**src/rtl/sim_vga_tx_pkg.sv**
```systemverilog
// Shared types and constants for the SimIO VGA test-pattern transmitter.
package sim_vga_tx_pkg;

  // Default 640x480@60 timing
  localparam int unsigned DEF_H_ACTIVE = 640;
  localparam int unsigned DEF_H_FP     = 16;
  localparam int unsigned DEF_H_SYNC   = 96;
  localparam int unsigned DEF_H_BP     = 48;
  localparam int unsigned DEF_V_ACTIVE = 480;
  localparam int unsigned DEF_V_FP     = 10;
  localparam int unsigned DEF_V_SYNC   = 2;
  localparam int unsigned DEF_V_BP     = 33;

  typedef enum logic [1:0] {
    PAT_BARS     = 2'd0,
    PAT_CHECKER  = 2'd1,
    PAT_GRADIENT = 2'd2,
    PAT_WHITE    = 2'd3
  } pattern_e;

  typedef struct packed {
    logic [1:0] r;
    logic [1:0] g;
    logic [1:0] b;
  } rgb222_t;

  localparam rgb222_t RGB_BLACK = 6'b00_00_00;
  localparam rgb222_t RGB_WHITE = 6'b11_11_11;

  // Colour bars, left to right, packed as {r, g, b}
  localparam logic [5:0] BAR_COLORS [8] = '{
    6'b11_11_11,  // white
    6'b11_11_00,  // yellow
    6'b00_11_11,  // cyan
    6'b00_11_00,  // green
    6'b11_00_11,  // magenta
    6'b11_00_00,  // red
    6'b00_00_11,  // blue
    6'b00_00_00   // black
  };

endpackage

```
**src/rtl/sim_vga_tx_timing.sv**
```systemverilog
// Horizontal/vertical raster counters and raw (unregistered) sync, enable and position flags.
module sim_vga_tx_timing
  import sim_vga_tx_pkg::*;
#(
  parameter int unsigned H_ACTIVE = DEF_H_ACTIVE,
  parameter int unsigned H_FP     = DEF_H_FP,
  parameter int unsigned H_SYNC   = DEF_H_SYNC,
  parameter int unsigned H_BP     = DEF_H_BP,
  parameter int unsigned V_ACTIVE = DEF_V_ACTIVE,
  parameter int unsigned V_FP     = DEF_V_FP,
  parameter int unsigned V_SYNC   = DEF_V_SYNC,
  parameter int unsigned V_BP     = DEF_V_BP,
  localparam int unsigned H_TOTAL = H_ACTIVE + H_FP + H_SYNC + H_BP,
  localparam int unsigned V_TOTAL = V_ACTIVE + V_FP + V_SYNC + V_BP,
  localparam int unsigned HW      = $clog2(H_TOTAL),
  localparam int unsigned VW      = $clog2(V_TOTAL),
  localparam int unsigned XW      = $clog2(H_ACTIVE),
  localparam int unsigned YW      = $clog2(V_ACTIVE)
) (
  input  logic          clk_i,
  input  logic          rst_i,
  output logic [HW-1:0] h_cnt_o,
  output logic [VW-1:0] v_cnt_o,
  output logic [XW-1:0] x_o,
  output logic [YW-1:0] y_o,
  output logic          de_o,
  output logic          hs_act_o,
  output logic          vs_act_o,
  output logic          frame_start_o,
  output logic          frame_end_o
);

  logic [HW-1:0] h_cnt_q, h_cnt_d;
  logic [VW-1:0] v_cnt_q, v_cnt_d;
  logic          h_last, v_last;

  // Next-state: h wraps every line, v advances only when h wraps
  always_comb begin
    h_last  = (h_cnt_q == HW'(H_TOTAL - 1));
    v_last  = (v_cnt_q == VW'(V_TOTAL - 1));
    h_cnt_d = h_last ? '0 : h_cnt_q + HW'(1);
    v_cnt_d = v_cnt_q;
    if (h_last) begin
      v_cnt_d = v_last ? '0 : v_cnt_q + VW'(1);
    end
  end

  // Counter registers with synchronous reset
  always_ff @(posedge clk_i) begin
    if (rst_i) begin
      h_cnt_q <= '0;
      v_cnt_q <= '0;
    end else begin
      h_cnt_q <= h_cnt_d;
      v_cnt_q <= v_cnt_d;
    end
  end

  // Raw region decode from the current counter values
  always_comb begin
    h_cnt_o       = h_cnt_q;
    v_cnt_o       = v_cnt_q;
    x_o           = h_cnt_q[XW-1:0];
    y_o           = v_cnt_q[YW-1:0];
    de_o          = (h_cnt_q < HW'(H_ACTIVE)) && (v_cnt_q < VW'(V_ACTIVE));
    hs_act_o      = (h_cnt_q >= HW'(H_ACTIVE + H_FP)) &&
                    (h_cnt_q <  HW'(H_ACTIVE + H_FP + H_SYNC));
    vs_act_o      = (v_cnt_q >= VW'(V_ACTIVE + V_FP)) &&
                    (v_cnt_q <  VW'(V_ACTIVE + V_FP + V_SYNC));
    frame_start_o = (h_cnt_q == '0) && (v_cnt_q == '0);
    frame_end_o   = h_last && v_last;
  end

endmodule

```
**src/rtl/sim_vga_tx.sv**
```systemverilog
// VGA test-pattern transmitter (RGB222 + HSYNC/VSYNC) feeding the SimIO VGA sink.
// Optional build macro SIMIO_VGA_TX_FRAME_CNT_EN adds frame_cnt_o and a scrolling gradient.
module sim_vga_tx
  import sim_vga_tx_pkg::*;
#(
  parameter int unsigned H_ACTIVE = DEF_H_ACTIVE,
  parameter int unsigned H_FP     = DEF_H_FP,
  parameter int unsigned H_SYNC   = DEF_H_SYNC,
  parameter int unsigned H_BP     = DEF_H_BP,
  parameter int unsigned V_ACTIVE = DEF_V_ACTIVE,
  parameter int unsigned V_FP     = DEF_V_FP,
  parameter int unsigned V_SYNC   = DEF_V_SYNC,
  parameter int unsigned V_BP     = DEF_V_BP,
  parameter bit          HS_POL   = 1'b0,
  parameter bit          VS_POL   = 1'b0,
  localparam int unsigned HW = $clog2(H_ACTIVE + H_FP + H_SYNC + H_BP),
  localparam int unsigned VW = $clog2(V_ACTIVE + V_FP + V_SYNC + V_BP),
  localparam int unsigned XW = $clog2(H_ACTIVE),
  localparam int unsigned YW = $clog2(V_ACTIVE)
) (
  input  logic          clk_i,
  input  logic          rst_i,
  input  logic [1:0]    pattern_sel_i,
  output logic [1:0]    r_o,
  output logic [1:0]    g_o,
  output logic [1:0]    b_o,
  output logic          hs_o,
  output logic          vs_o,
  output logic          de_o,
  output logic [XW-1:0] x_o,
  output logic [YW-1:0] y_o,
`ifdef SIMIO_VGA_TX_FRAME_CNT_EN
  output logic [15:0]   frame_cnt_o,
`endif
  output logic          frame_start_o
);

  logic [HW-1:0] h_cnt;
  logic [VW-1:0] v_cnt;
  logic [XW-1:0] x_raw;
  logic [YW-1:0] y_raw;
  logic          de_raw, hs_act, vs_act, fs_raw, frame_end;

  sim_vga_tx_timing #(
    .H_ACTIVE (H_ACTIVE),
    .H_FP     (H_FP),
    .H_SYNC   (H_SYNC),
    .H_BP     (H_BP),
    .V_ACTIVE (V_ACTIVE),
    .V_FP     (V_FP),
    .V_SYNC   (V_SYNC),
    .V_BP     (V_BP)
  ) u_timing (
    .clk_i         (clk_i),
    .rst_i         (rst_i),
    .h_cnt_o       (h_cnt),
    .v_cnt_o       (v_cnt),
    .x_o           (x_raw),
    .y_o           (y_raw),
    .de_o          (de_raw),
    .hs_act_o      (hs_act),
    .vs_act_o      (vs_act),
    .frame_start_o (fs_raw),
    .frame_end_o   (frame_end)
  );

  pattern_e pat_q;

  // Pattern request is only taken on the last pixel of a frame, so frames never tear
  always_ff @(posedge clk_i) begin
    if (rst_i || frame_end) begin
      pat_q <= pattern_e'(pattern_sel_i);
    end
  end

`ifdef SIMIO_VGA_TX_FRAME_CNT_EN
  logic [15:0] frame_cnt_q;

  // Frame index at the counter stage, stepped when the raster wraps to (0,0)
  always_ff @(posedge clk_i) begin
    if (rst_i) begin
      frame_cnt_q <= '0;
    end else if (frame_end) begin
      frame_cnt_q <= frame_cnt_q + 16'd1;
    end
  end
`endif

  logic [9:0] px, py, gx;
  logic [2:0] bar_idx;
  rgb222_t    pix;
  logic       unused_bits;

  // Pixel colour from the raster position; bar index built from comparators
  always_comb begin
    px = 10'(h_cnt);
    py = 10'(v_cnt);
    gx = px;
`ifdef SIMIO_VGA_TX_FRAME_CNT_EN
    gx = px + frame_cnt_q[9:0];
`endif
    bar_idx = '0;
    for (int unsigned k = 1; k < 8; k++) begin
      if (h_cnt >= HW'(k * (H_ACTIVE / 8))) begin
        bar_idx = bar_idx + 3'd1;
      end
    end
    pix = RGB_BLACK;
    unique case (pat_q)
      PAT_BARS:     pix = rgb222_t'(BAR_COLORS[bar_idx]);
      PAT_CHECKER:  pix = (px[5] ^ py[5]) ? RGB_WHITE : RGB_BLACK;
      PAT_GRADIENT: begin
        pix.r = gx[7:6];
        pix.g = py[7:6];
        pix.b = gx[9:8];
      end
      PAT_WHITE:    pix = RGB_WHITE;
      default:      pix = RGB_BLACK;
    endcase
  end

  assign unused_bits = ^{py[9:8], py[4:0], gx[5:0]};

  rgb222_t rgb_q;

  // Output stage: one cycle behind the counters, all outputs aligned
  always_ff @(posedge clk_i) begin
    if (rst_i) begin
      rgb_q         <= RGB_BLACK;
      hs_o          <= ~HS_POL;
      vs_o          <= ~VS_POL;
      de_o          <= 1'b0;
      x_o           <= '0;
      y_o           <= '0;
      frame_start_o <= 1'b0;
    end else begin
      rgb_q         <= de_raw ? pix : RGB_BLACK;
      hs_o          <= hs_act ? HS_POL : ~HS_POL;
      vs_o          <= vs_act ? VS_POL : ~VS_POL;
      de_o          <= de_raw;
      x_o           <= de_raw ? x_raw : '0;
      y_o           <= de_raw ? y_raw : '0;
      frame_start_o <= fs_raw;
    end
  end

`ifdef SIMIO_VGA_TX_FRAME_CNT_EN
  // Frame count registered alongside the pixel it belongs to
  always_ff @(posedge clk_i) begin
    if (rst_i) begin
      frame_cnt_o <= '0;
    end else begin
      frame_cnt_o <= frame_cnt_q;
    end
  end
`endif

  assign r_o = rgb_q.r;
  assign g_o = rgb_q.g;
  assign b_o = rgb_q.b;

endmodule
```
**config.mk**
```make
export PLATFORM = sky130hd
export DESIGN_NAME = sim_vga_tx
export DESIGN_NICKNAME = d
export VERILOG_FILES = /design/src/rtl/sim_vga_tx_pkg.sv /design/src/rtl/sim_vga_tx_timing.sv /design/src/rtl/sim_vga_tx.sv
export SDC_FILE = /design/constraint.sdc
export NUM_CORES = 1
export LEC_CHECK = 0
export ABC_AREA = 1
export CAP_MARGIN = 40
export CORE_MARGIN = 2
export CORE_UTILIZATION = 42
export CTS_CLUSTER_DIAMETER = 50
export DETAILED_ROUTE_END_ITERATION = 6
export MAX_ROUTING_LAYER = met4
export SLEW_MARGIN = 20
export SYNTH_ARGS = -nofsm -noshare
export SYNTH_HDL_FRONTEND = slang
export SYNTH_SLANG_ARGS = --single-unit
export TNS_END_PERCENT = 5
```
**constraint.sdc**
```tcl
create_clock -name clk_i -period 5.9 [get_ports clk_i]
set_input_delay 1.77 -clock clk_i [delete_from_list [all_inputs] [get_ports clk_i]]
set_output_delay 1.77 -clock clk_i [all_outputs]
set_load 0.005 [all_outputs]
```
==> summary.md, run 1 <==
The run gives 56.6% as the sequential cell fraction of total power. The most used flip-flop cell after synthesis is sky130_fd_sc_hd__dfxtp_1. The tools report the number of buffers created by CTS as 5. The tools report the detailed-placement wirelength estimate as 4.09 mm. The async set-or-reset flop fraction in the synthesized netlist is 0%.

The antenna cell count came out at 0. The number of H-tree levels is 2, and the number of setup violations in the final report is 0. Summing over every cut layer, the via total after detailed routing is 2106. The logs give 0 for the final max-slew violation count and 4.09 ns for the arrival time at the worst endpoint. The number of antenna violations at the first check in global routing is 0, and the share of Yosys cell area claimed by the top area cell type is 40.9%. STA classifies the critical path endpoint as a register.

The clock power share came out at 37.9%. The library cell used most frequently in the layout, excluding fill and tap cells, is sky130_fd_sc_hd__inv_1. The tools report the proportion of power drawn by combinational gates as 5.5%. Yosys attributes the largest share of cell area to sky130_fd_sc_hd__dfxtp_1 (41%), sky130_fd_sc_hd__inv_1 (8.5%), sky130_fd_sc_hd__nor2_1 (7.4%), sky130_fd_sc_hd__nand2_1 (7.2%), sky130_fd_sc_hd__nand3_1 (4.8%). The mapped netlist covers 2400 um2. Cells with a size suffix above 1 make up 11.3% of the layout. Synthesis inferred 51 register bits. The design draws 630 uW. The post-detailed-route DRC marker count was 0.

The area of the die was 6330 um2; the core footprint was 5510 um2. CTS placed an instance of sky130_fd_sc_hd__clkbuf_8 at the clock tree root. The net count of the finished layout is 374, and the number of violations reported at the end of detailed-routing iteration 0 is 89. The tools report the peak clock frequency supported by timing as 259 MHz.

Buffers inserted to repair hold after CTS numbered 0. The placed instances occupy a cell area of 2820 um2. The sequential cells in the finished layout cover a total of 1040 um2. The run gives 27 as the number of placement rows. For the starting utilization of the core area, the log shows 43.6%. The number of synthesis warnings is 0, and the routed wire length per instance is 12.4 um. The worst min-delay path category was reg2reg. On the worst path, the slowest cell contributes a delay of 0.38 ns.

The logs give 497 uW for the design internal power and 0.30 ns for the clock latency on the worst-skew pair. TritonCTS built the clock tree. The finished cells cover 2930 um2. On the final layout, the worst clock skew is 0.00863 ns. The net switching fraction of the power was 21.0%; the post-layout worst setup margin was 2.04 ns.

For this design the total switching power over the nets is 132 uW. The worst path uses 65.4% of the clock period. The maximum net fanout on the critical path is 6.

The biggest area contributor in the post-synthesis netlist is sky130_fd_sc_hd__dfxtp_1. Highest-delay cell along the critical path: sky130_fd_sc_hd__dfxtp_1. The floorplan step set the die height to 79.6 um. The number of hold-slack violations in the final timing report is 0, and the number of I/O port buffers is 32. The longest clock path from root to sink contains 2 buffers. Across the run, the number of max-cap violations was 0. The post-CTS setup buffer count is 0.

Yosys mapped a number of flops with a built-in enable equal to 2. The clock period could shrink to 3.86 ns. Before antenna repair, the detailed router went through 5 iterations.

Summed over all cells, the static leakage comes to 0.00126 uW. The accumulated negative setup slack came out at 0 ns. The number of gates resized after CTS was 0.

In this run the mean area of a mapped cell was 7.45 um2. Before CTS, the worst setup slack after placement is 2.04 ns. In the layout the commonest cells are sky130_fd_sc_hd__inv_1 (54), sky130_fd_sc_hd__dfxtp_1 (49), sky130_fd_sc_hd__nor2_1 (47). The tools report the category of the worst setup path launch point as a register. The logs give 19.6% for the total global routing track utilization and 335 for the net count of the mapped netlist. The chip width works out to 79.6 um.

The number of top-level pins is 33. At the end of routability-driven placement, the weighted congestion stood at 0.900. The most numerous cell type found on the critical path is sky130_fd_sc_hd__nand2_1.

The remaining global-route overflow is 0. Synthesis produced 322 cells. Via density per instance: 4.85. Setup repair after global routing left no endpoint under its margin. For the worst ir drop on vdd, the log shows 0.169 mV.

The run gives 34 as the number of different library cells in the post-synthesis netlist. The worst pin sits at a relative slew slack of 65.8%. The share of the Yosys chip area taken by registers is 43.4%. The cell area power density was 215 nW/um2. The tools report the global-route wire length before repair as 9.45 mm. In the final layout, the multi-input gates occupy 1120 um2.

The logs give 6.13 ns for the critical path required time and 2044 for the via count of the first global-routing pass. For the number of fill cells, the log shows 540. The transition time at the pin with the least slew margin was 0.511 ns. The routed design has 5.36 mm of wire. Once detail routing completed, the nets flagged for antenna violations numbered 0. The clock drives 51 sinks.

The critical path is of the reg2reg type. After clock tree synthesis, the clock-pin slew on the worst setup and hold paths is 0.09 ns. The flow ran to the end, and the final reports show no timing, DRC or antenna violations. Entering global routing, the biggest net connects 16 pins.

Compared with the post-synthesis result, the final layout area differs by 22.2%.
==> critical path: cells and delay by family, from the launching register on <==
kind,cells,cell delay (ns)
buffers and inverters,6,0.35
AO/OA/AOI/OAI,3,0.38
adder cells (fa/ha/maj),4,1.06
flip-flops,1,0.38
AND/OR/NAND/NOR,17,1.61
==> synth_stat cells (2+ instances only) <==
cell                       number
sky130_fd_sc_hd__nand2_2       10
sky130_fd_sc_hd__o21ai_0       15
sky130_fd_sc_hd__a21oi_1       14
sky130_fd_sc_hd__nor3_1         4
sky130_fd_sc_hd__nand3b_1       2
sky130_fd_sc_hd__o21ai_2        3
sky130_fd_sc_hd__nor4_1         2
sky130_fd_sc_hd__nor2_1        47
sky130_fd_sc_hd__nand4_1        9
sky130_fd_sc_hd__dfxtp_1       49
sky130_fd_sc_hd__nand3_2        5
sky130_fd_sc_hd__ha_1           9
sky130_fd_sc_hd__a21oi_2        2
sky130_fd_sc_hd__inv_2          5
sky130_fd_sc_hd__nand2_1       46
sky130_fd_sc_hd__inv_1         54
sky130_fd_sc_hd__o21ai_1        2
sky130_fd_sc_hd__edfxtp_1       2
sky130_fd_sc_hd__nand3_1       23
sky130_fd_sc_hd__nor2_2         3
sky130_fd_sc_hd__xor2_1         2
sky130_fd_sc_hd__clkbuf_1       2
==> cell type report <==
cell class | count | area share, %
Clock buffer | 7 | 2.60
Multi-Input combinational cell | 208 | 38.2
Clock inverter | 1 | 1.02
Sequential cell | 51 | 35.5
Tap cell | 72 | 3.07
Timing Repair Buffer | 34 | 11.7
Inverter | 61 | 7.86
==> cell families after synthesis <==
logic type / share of synthesized area (%)
AO/OA/AOI/OAI: 9.91
XOR/XNOR: 0.730
adder cells (fa/ha/maj): 4.69
buffers and inverters: 9.91
flip-flops: 43.4
AND/OR/NAND/NOR: 31.4
==> power groups by stage <==
stage | Combinational [uW] | Clock [uW] | Sequential [uW]
final | 34.4 | 239 | 357
after global routing | 38.7 | 262 | 358
after CTS | 34.7 | 244 | 357
after detailed placement | 34.4 | 0 | 365
after global placement | 32.9 | 0 | 365
after floorplan | 15.9 | 0 | 365
==> sequential cells by signal (all words and copies together) (netlist names) <==
signal            flops
y_o                   9
g_o                   2
pat_q                 2
x_o                  10
frame_start_o         1
vs_o                  1
de_o                  1
b_o                   2
r_o                   2
hs_o                  1
u_timing.h_cnt_o     10
u_timing.v_cnt_o     10
==> worst paths after layout <==
path                               startpoint                end  slack [ns]  cells past startpoint
max            u_timing.h_cnt_o[9]$_SDFF_PP0_  g_o[0]$_SDFF_PP0_        2.04                     30
min          u_timing.v_cnt_o[3]$_SDFFE_PP0N_    vs_o$_SDFF_PP1_        0.45                      1
max reg2reg    u_timing.h_cnt_o[9]$_SDFF_PP0_  g_o[0]$_SDFF_PP0_        2.04                     30
min reg2reg  u_timing.v_cnt_o[3]$_SDFFE_PP0N_    vs_o$_SDFF_PP1_        0.45                      1
==> metrics by stage <==
stage / instances / hold WS (ns) / util (%)
3_5_place_dp: 426 / 0.423 / 51.3
6_report: 434 / 0.447 / 53.2
3_3_place_gp: 424 / 0.422 / 50.9
4_1_cts: 434 / 0.450 / 53.2
2_1_floorplan: 322 / 0.397 / -
5_1_grt: 434 / 0.459 / 53.2
==> metal layers <==
layer | track usage [%] | routed length (um) | vias to the layer above
met5 | - | 0 | -
met4 | 6.90 | 76 | 0
met3 | 3.17 | 188 | 8
met2 | 31.0 | 2470 | 46
met1 | 25.4 | 2630 | 948
li1 | - | - | 1104
No activity file was read; power rests on OpenSTA's default activity.
==> run 2: changes to the inputs <==
- clock period: 5.9 -> 3.6 ns (I/O delays scaled with it)
==> summary.md, run 2 (synthesized netlist as in run 1, its figures left out) <==
CTS placed an instance of sky130_fd_sc_hd__clkbuf_8 at the clock tree root. The number of top-level pins was 33 (unchanged). The run gives 43.6% (unchanged) as the starting utilization of the core area. The worst-case clock skew is 0.0112 ns (+0.00256 ns).

The worst setup path is captured at a register. The most numerous cell type found on the critical path is sky130_fd_sc_hd__nand2_2. The largest individual stage delay along the critical path comes from the cell sky130_fd_sc_hd__dfxtp_2.

The logs give 69 (-22%) for the number of violations reported at the end of detailed-routing iteration 0 and 2185 (+6.9%) for the via count of the first global-routing pass. The logs give 0 (unchanged) for the number of hold-slack violations in the final timing report and 0 (unchanged) for the number of antenna violations at the first check in global routing. The worst ir drop on vdd is 0.270 mV (+60%), and the total global routing track utilization is 20.0% (+0.45 points).

The cell area power density is 315 nW/um2 (+47%), and the clock-pin slew of the registers on the worst-case setup and hold paths is 0.09 ns (about the same). The chip width was 79.6 um (unchanged). TritonCTS built the clock tree.

Arrival time at the worst endpoint: 3.79 ns (-0.30 ns). The remaining global-route overflow is 0 (unchanged). The final max-slew violation count is 0 (unchanged). Via density per instance: 4.81 (-0.87%).

The routed wire length was 5.58 mm (+4.1%). The startpoint-to-endpoint class of the critical path was reg2reg. Number of setup violations in the final report: 0 (unchanged). The final critical path time including I/O delays and setup was 3.54 ns (-0.314 ns); the number of search-and-repair iterations in the first detailed-routing pass was 4 (-1). The number of H-tree levels came out at 2 (unchanged). The net count of the finished layout was 388 (+3.7%); the worst stage delay on the critical path was 0.34 ns (-0.04 ns). Worst min-delay path category: reg2reg. The tools report the number of placement rows as 27 (unchanged).

The tools report the number of nets still failing antenna checks after routing as 0 (unchanged). For the number of standard cells in the layout, taps in and fillers out, the log shows 448 (+3.2%). The core footprint was 5510 um2 (unchanged); the cell leakage power was 0.00137 uW (+8.1%). The commonest non-fill, non-tap cell in the layout is sky130_fd_sc_hd__inv_1. The routability congestion estimate came out at 0.892 (-0.82%).

The max-capacitance violation count was 0 (unchanged). Leaving out fill and tap cells, the most frequent cells in the layout are sky130_fd_sc_hd__inv_1 (51), sky130_fd_sc_hd__dfxtp_1 (46), sky130_fd_sc_hd__nor2_1 (45). The number of placed instances, taps included came out at 436 (+2.3%). The relative area change from synthesis to final layout is 31.8%. The global-route wire length before repair is 9.77 mm (+3.4%), and the vertical die dimension is 79.6 um (unchanged). The fraction of layout cells with a size suffix above 1 came out at 22.3% (+11 points).

The slack of the worst reg-to-reg path was 0.06 ns (-1.99 ns); the clock latency on the worst-skew pair was 0.30 ns (about the same). STA classifies the critical path startpoint as a register. The pin count of the biggest net entering global routing was 18 (+2); the maximum number of buffers from clock root to sink was 2 (unchanged). The run gives 0 (unchanged) as the antenna cell count.

The number of buffers created by CTS was 5 (unchanged); the detailed-placement wirelength estimate was 4.17 mm (+2.0%). The maximum net fanout on the critical path came out at 3 (-3). The number of I/O port buffers was 32 (unchanged); the routed wire length per instance was 12.5 um (+0.85%). The tools report the hold-fix buffer count after cts as 0 (unchanged). Setup repair after global routing could not meet its margin everywhere. The transition time at the pin with the least slew margin is 0.482 ns (-0.0295 ns). The tools report the critical path required time as 3.85 ns (-2.28 ns). The peak clock frequency supported by timing came out at 282 MHz (+8.9%). The period utilization works out to 98.5% (+33 points). The tools report the post-detailed-route DRC marker count as 0 (unchanged). The total vias in the final route was 2155 (+2.3%); the total number of clock tree sinks was 51 (unchanged). The logs give 6330 um2 (unchanged) for the area of the die and 0 ns (unchanged) for the accumulated negative setup slack.

The tools report the worst slack on hold paths as 0.467 ns (+0.0201 ns). The flow ran to the end, and the final reports show no timing, DRC or antenna violations. The number of fill cells was 551 (+2.0%). For the headroom to the max-slew limit, the log shows 67.6% (+1.7 points).
==> run 2: path summary, 6_finish.rpt <==
| kind | from | end | depth (start not counted) |
|---|---|---|---|
| setup / recovery | u_timing.h_cnt_o[9]$_SDFF_PP0_ | g_o[1]$_SDFF_PP0_ | 30 |
| hold / removal | u_timing.v_cnt_o[3]$_SDFFE_PP0N_ | vs_o$_SDFF_PP1_ | 1 |
| setup reg to reg | u_timing.h_cnt_o[9]$_SDFF_PP0_ | g_o[1]$_SDFF_PP0_ | 30 |
| hold reg to reg | u_timing.v_cnt_o[3]$_SDFFE_PP0N_ | vs_o$_SDFF_PP1_ | 1 |
==> run 2: where the power goes <==
group	leakage [uW]	switching, uW	internal [uW]
registers	0.000419	4.84	579
logic	0.000898	28.8	27.6
clock network	0.0000515	180	176
==> run 2: critical path: cells and delay by family, from the launching register on <==
| family | cells | cell delay, ns |
|---|---|---|
| flip-flops | 1 | 0.34 |
| AND/OR/NAND/NOR | 16 | 1.50 |
| buffers and inverters | 7 | 0.37 |
| AO/OA/AOI/OAI | 3 | 0.39 |
| adder cells (fa/ha/maj) | 4 | 0.90 |
==> run 2: area by class of cell <==
class	instances	area [um2]	share of cell area, %
Inverter	61	230	7.28
Sequential cell	51	1040	33.0
Timing Repair Buffer	48	444	14.0
Clock buffer	8	100	3.17
Tap cell	72	90.1	2.85
Multi-Input combinational cell	208	1250	39.6
==> run 2: metrics by stage <==
step / power (uW) / setup slack, ns / cell area (um2) / util (%)
floorplan: 624 / 0.0509 / 2400 / -
global placement: 653 / 0.0736 / 2890 / 52.5
detailed placement: 653 / -0.0527 / 2890 / 52.5
CTS: 1000 / 0.00660 / 3010 / 54.6
global route: 1040 / -0.236 / 3160 / 57.4
finish: 996 / 0.0558 / 3160 / 57.4
==> run 2: timing repair <==
item,CTS,global route
endpoints found under the setup margin,2,4
cloned,0,0
gates resized for setup,3,34
pin swaps,1,18
buffers inserted,0,4
==> run 2: layer usage <==
layer,routed length [um],global-route usage (%),vias to the layer above
met3,169,3.51,7
li1,-,-,1127
met4,69,7.24,0
met2,2740,33.4,30
met5,0,-,-
met1,2610,24.3,991
==> run 3: changes to the inputs <==
- CORE_UTILIZATION: 42 -> 40
- GPL_TIMING_DRIVEN: not set -> 0
==> summary.md, run 3 (synthesized netlist as in run 1, its figures left out) <==
The post-layout worst setup margin was 0.0756 ns (+0.0198 ns). The library cell used most frequently in the layout, excluding fill and tap cells, is sky130_fd_sc_hd__inv_1. The post-detailed-route DRC marker count is 0 (unchanged). The total number of clock tree sinks is 51 (unchanged).

The number of hold-slack violations in the final timing report was 0 (unchanged). The worst setup path is launched from a register. The run gives 3240 um2 (+2.3%) as the post-route cell area. Cell repeated most along the worst path: sky130_fd_sc_hd__nand2_2. The hold-fix buffer count after cts is 0 (unchanged). The logs give 559 (+1.5%) for the number of fill cells and 2810 um2 (-2.7%) for the cell area reported after detailed placement. Proportion of power drawn by combinational gates: 5.6% (about the same).

For the max-capacitance violation count, the log shows 0 (unchanged). The global-route wire length before repair is 9.24 mm (-5.4%). The antenna cell count was 0 (unchanged). The routed wire length per instance came out at 12.7 um (+2.0%).

The cell area power density is 309 nW/um2 (-1.9%), and the peak clock frequency supported by timing is 284 MHz (+0.56%). Period utilization: 97.9% (-0.55 points). The vertical die dimension is 81.4 um (+2.3%), and the worst slack on hold paths is 0.449 ns (-0.0182 ns). The remaining global-route overflow came out at 0 (unchanged). The clock-pin slew of the registers on the worst-case setup and hold paths was 0.09 ns (about the same); the worst ir drop on vdd was 0.181 mV (-33%). The number of I/O port buffers came out at 32 (unchanged).

The root cell of the clock tree was sky130_fd_sc_hd__clkbuf_8. For the total global routing track utilization, the log shows 18.5% (-1.5 points). The pre-CTS worst setup slack is -0.311 ns (-0.259 ns), and the number of placed instances, taps included is 429 (-1.6%). The run gives 0.30 ns (about the same) as the clock latency on the worst-skew pair. The tools report the total vias in the final route as 2210 (+2.6%). The core footprint came out at 5850 um2 (+6.2%).

The number of buffers created by CTS was 5 (unchanged). The critical path required time is 3.84 ns (about the same), and the chip width is 81.4 um (+2.3%). The run gives 2 (unchanged) as the maximum number of buffers from clock root to sink.

Setup repair after global routing could not meet its margin everywhere. The run gives 3.76 ns (-0.03 ns) as the arrival time at the worst endpoint. For the accumulated negative setup slack, the log shows 0 ns (unchanged). The starting utilization of the core area came out at 41.0% (-2.6 points). The number of standard cells in the layout, taps in and fillers out is 459 (+2.5%). The number of placement rows is 28 (+3.7%). The cell leakage power is 0.00140 uW (+2.5%), and the clock power share is 36.1% (+0.4 points). The detailed-placement wirelength estimate is 4.06 mm (-2.6%), and the via density per instance is 4.81 (about the same). The via count of the first global-routing pass was 2112 (-3.3%). The run gives 6630 um2 (+4.7%) as the area of the die. The design internal power was 779 uW (-0.38%); the number of nets still failing antenna checks after routing was 0 (unchanged). The routed wire length came out at 5.83 mm (+4.5%). The routability congestion estimate came out at 0.868 (-2.7%). The tools report the net count of the finished layout as 396 (+2.1%). The run gives 0 (unchanged) as the number of antenna violations at the first check in global routing.

Relative area change from synthesis to final layout: 34.9%. Pin count of the biggest net entering global routing: 16 (-2). The path class of the tightest hold or removal check is reg2reg. The critical path is of the reg2reg type. TritonCTS built the clock tree. The library cells used most frequently in the layout, excluding fill and tap cells, are sky130_fd_sc_hd__inv_1 (49), sky130_fd_sc_hd__nor2_1 (45), sky130_fd_sc_hd__dfxtp_1 (44). The worst-case clock skew was 0.00383 ns (-0.00737 ns). The worst setup path is captured at a register. The final max-slew violation count was 0 (unchanged); the headroom to the max-slew limit was 67.0% (-0.53 points).

The final critical path time including I/O delays and setup was 3.52 ns (-0.0198 ns). The fraction of layout cells with a size suffix above 1 is 24.2% (+1.9 points), and the total net switching power is 220 uW (+3.1%). The net switching fraction of the power works out to 22.0% (+0.59 points).

The tools report the number of setup violations in the final report as 0 (unchanged). Transition time at the pin with the least slew margin: 0.495 ns (+0.0130 ns). The number of violations reported at the end of detailed-routing iteration 0 was 54 (-22%). The run finished with clean final reports.

The worst stage delay on the critical path is 0.36 ns (+0.02 ns), and the maximum net fanout on the critical path is 4 (+1). The slowest stage of the critical path is the sky130_fd_sc_hd__dfxtp_4 cell. The number of search-and-repair iterations in the first detailed-routing pass came out at 4 (unchanged). The number of H-tree levels was 2 (unchanged); the sequential cell fraction of total power was 58.3% (-0.3 points). The tools report the number of top-level pins as 33 (unchanged).
==> run 3: changes by cell type in the layout (fill, tap and decap cells not counted), moves of 2 or more <==
cell	previous run	this run
sky130_fd_sc_hd__dfxtp_1	46	44
sky130_fd_sc_hd__inv_1	51	49
sky130_fd_sc_hd__dfxtp_4	0	2
sky130_fd_sc_hd__nand2_2	16	14
sky130_fd_sc_hd__buf_4	15	22
sky130_fd_sc_hd__nand2_1	38	40
==> run 3: layer usage <==
layer | part of all wire (%) | GRT usage [%]
met3 | 2.2 | 2.64
met5 | 0 | -
met1 | 45 | 22.1
met4 | 2.5 | 8.31
met2 | 50 | 30.8
==> run 3: metrics by stage <==
stage,power [uW],utilization (%)
after global routing,1040,55.3
final,1000,55.3
after detailed placement,652,48.1
after floorplan,624,-
after global placement,652,48.1
after CTS,1010,53.1
==> run 3: power by group through the flow <==
stage / registers, uW / logic, uW / clock network (uW)
finish: 583 / 56.0 / 361
global placement: 597 / 54.6 / 0
CTS: 584 / 55.4 / 369
floorplan: 598 / 26.1 / 0
detailed placement: 597 / 55.0 / 0
global route: 584 / 63.2 / 392
==> run 3: cell type report <==
cell class                 count  area [um2]  share of cell area, %
multi-input combinational    208        1260                   38.9
sequential                    51        1050                   32.5
timing repair buffer          54         485                   15.0
inverter                      61         233                   7.19
clock buffer                   7        96.3                   2.98
tap                           75        93.8                   2.90
clock inverter                 1        7.51                  0.232
buffer                         2        7.51                  0.232
==> run 3: worst paths after layout <==
check	endpoint	cells past startpoint	startpoint	slack, ns
worst max-delay path	g_o[0]$_SDFF_PP0_	30	u_timing.h_cnt_o[9]$_SDFF_PP0_	0.08
worst min-delay path	vs_o$_SDFF_PP1_	1	u_timing.v_cnt_o[3]$_SDFFE_PP0N_	0.45
worst max register to register	g_o[0]$_SDFF_PP0_	30	u_timing.h_cnt_o[9]$_SDFF_PP0_	0.08
worst min register to register	vs_o$_SDFF_PP1_	1	u_timing.v_cnt_o[3]$_SDFFE_PP0N_	0.45
==> run 3: critical path, delay by kind of cell, from the launching register on <==
kind                     cells  cell delay (ns)
adder cells (fa/ha/maj)      4             0.94
buffers and inverters        7             0.35
flip-flops                   1             0.36
AO/OA/AOI/OAI                3             0.39
AND/OR/NAND/NOR             16             1.41
==> run 3: repair_timing <==
action / CTS / global route
gates resized for setup: 21 / 22
pin swaps: 13 / 14
setup buffers: 16 / 6
hold endpoints to repair: 0 / 0
setup endpoints to repair: 4 / 4
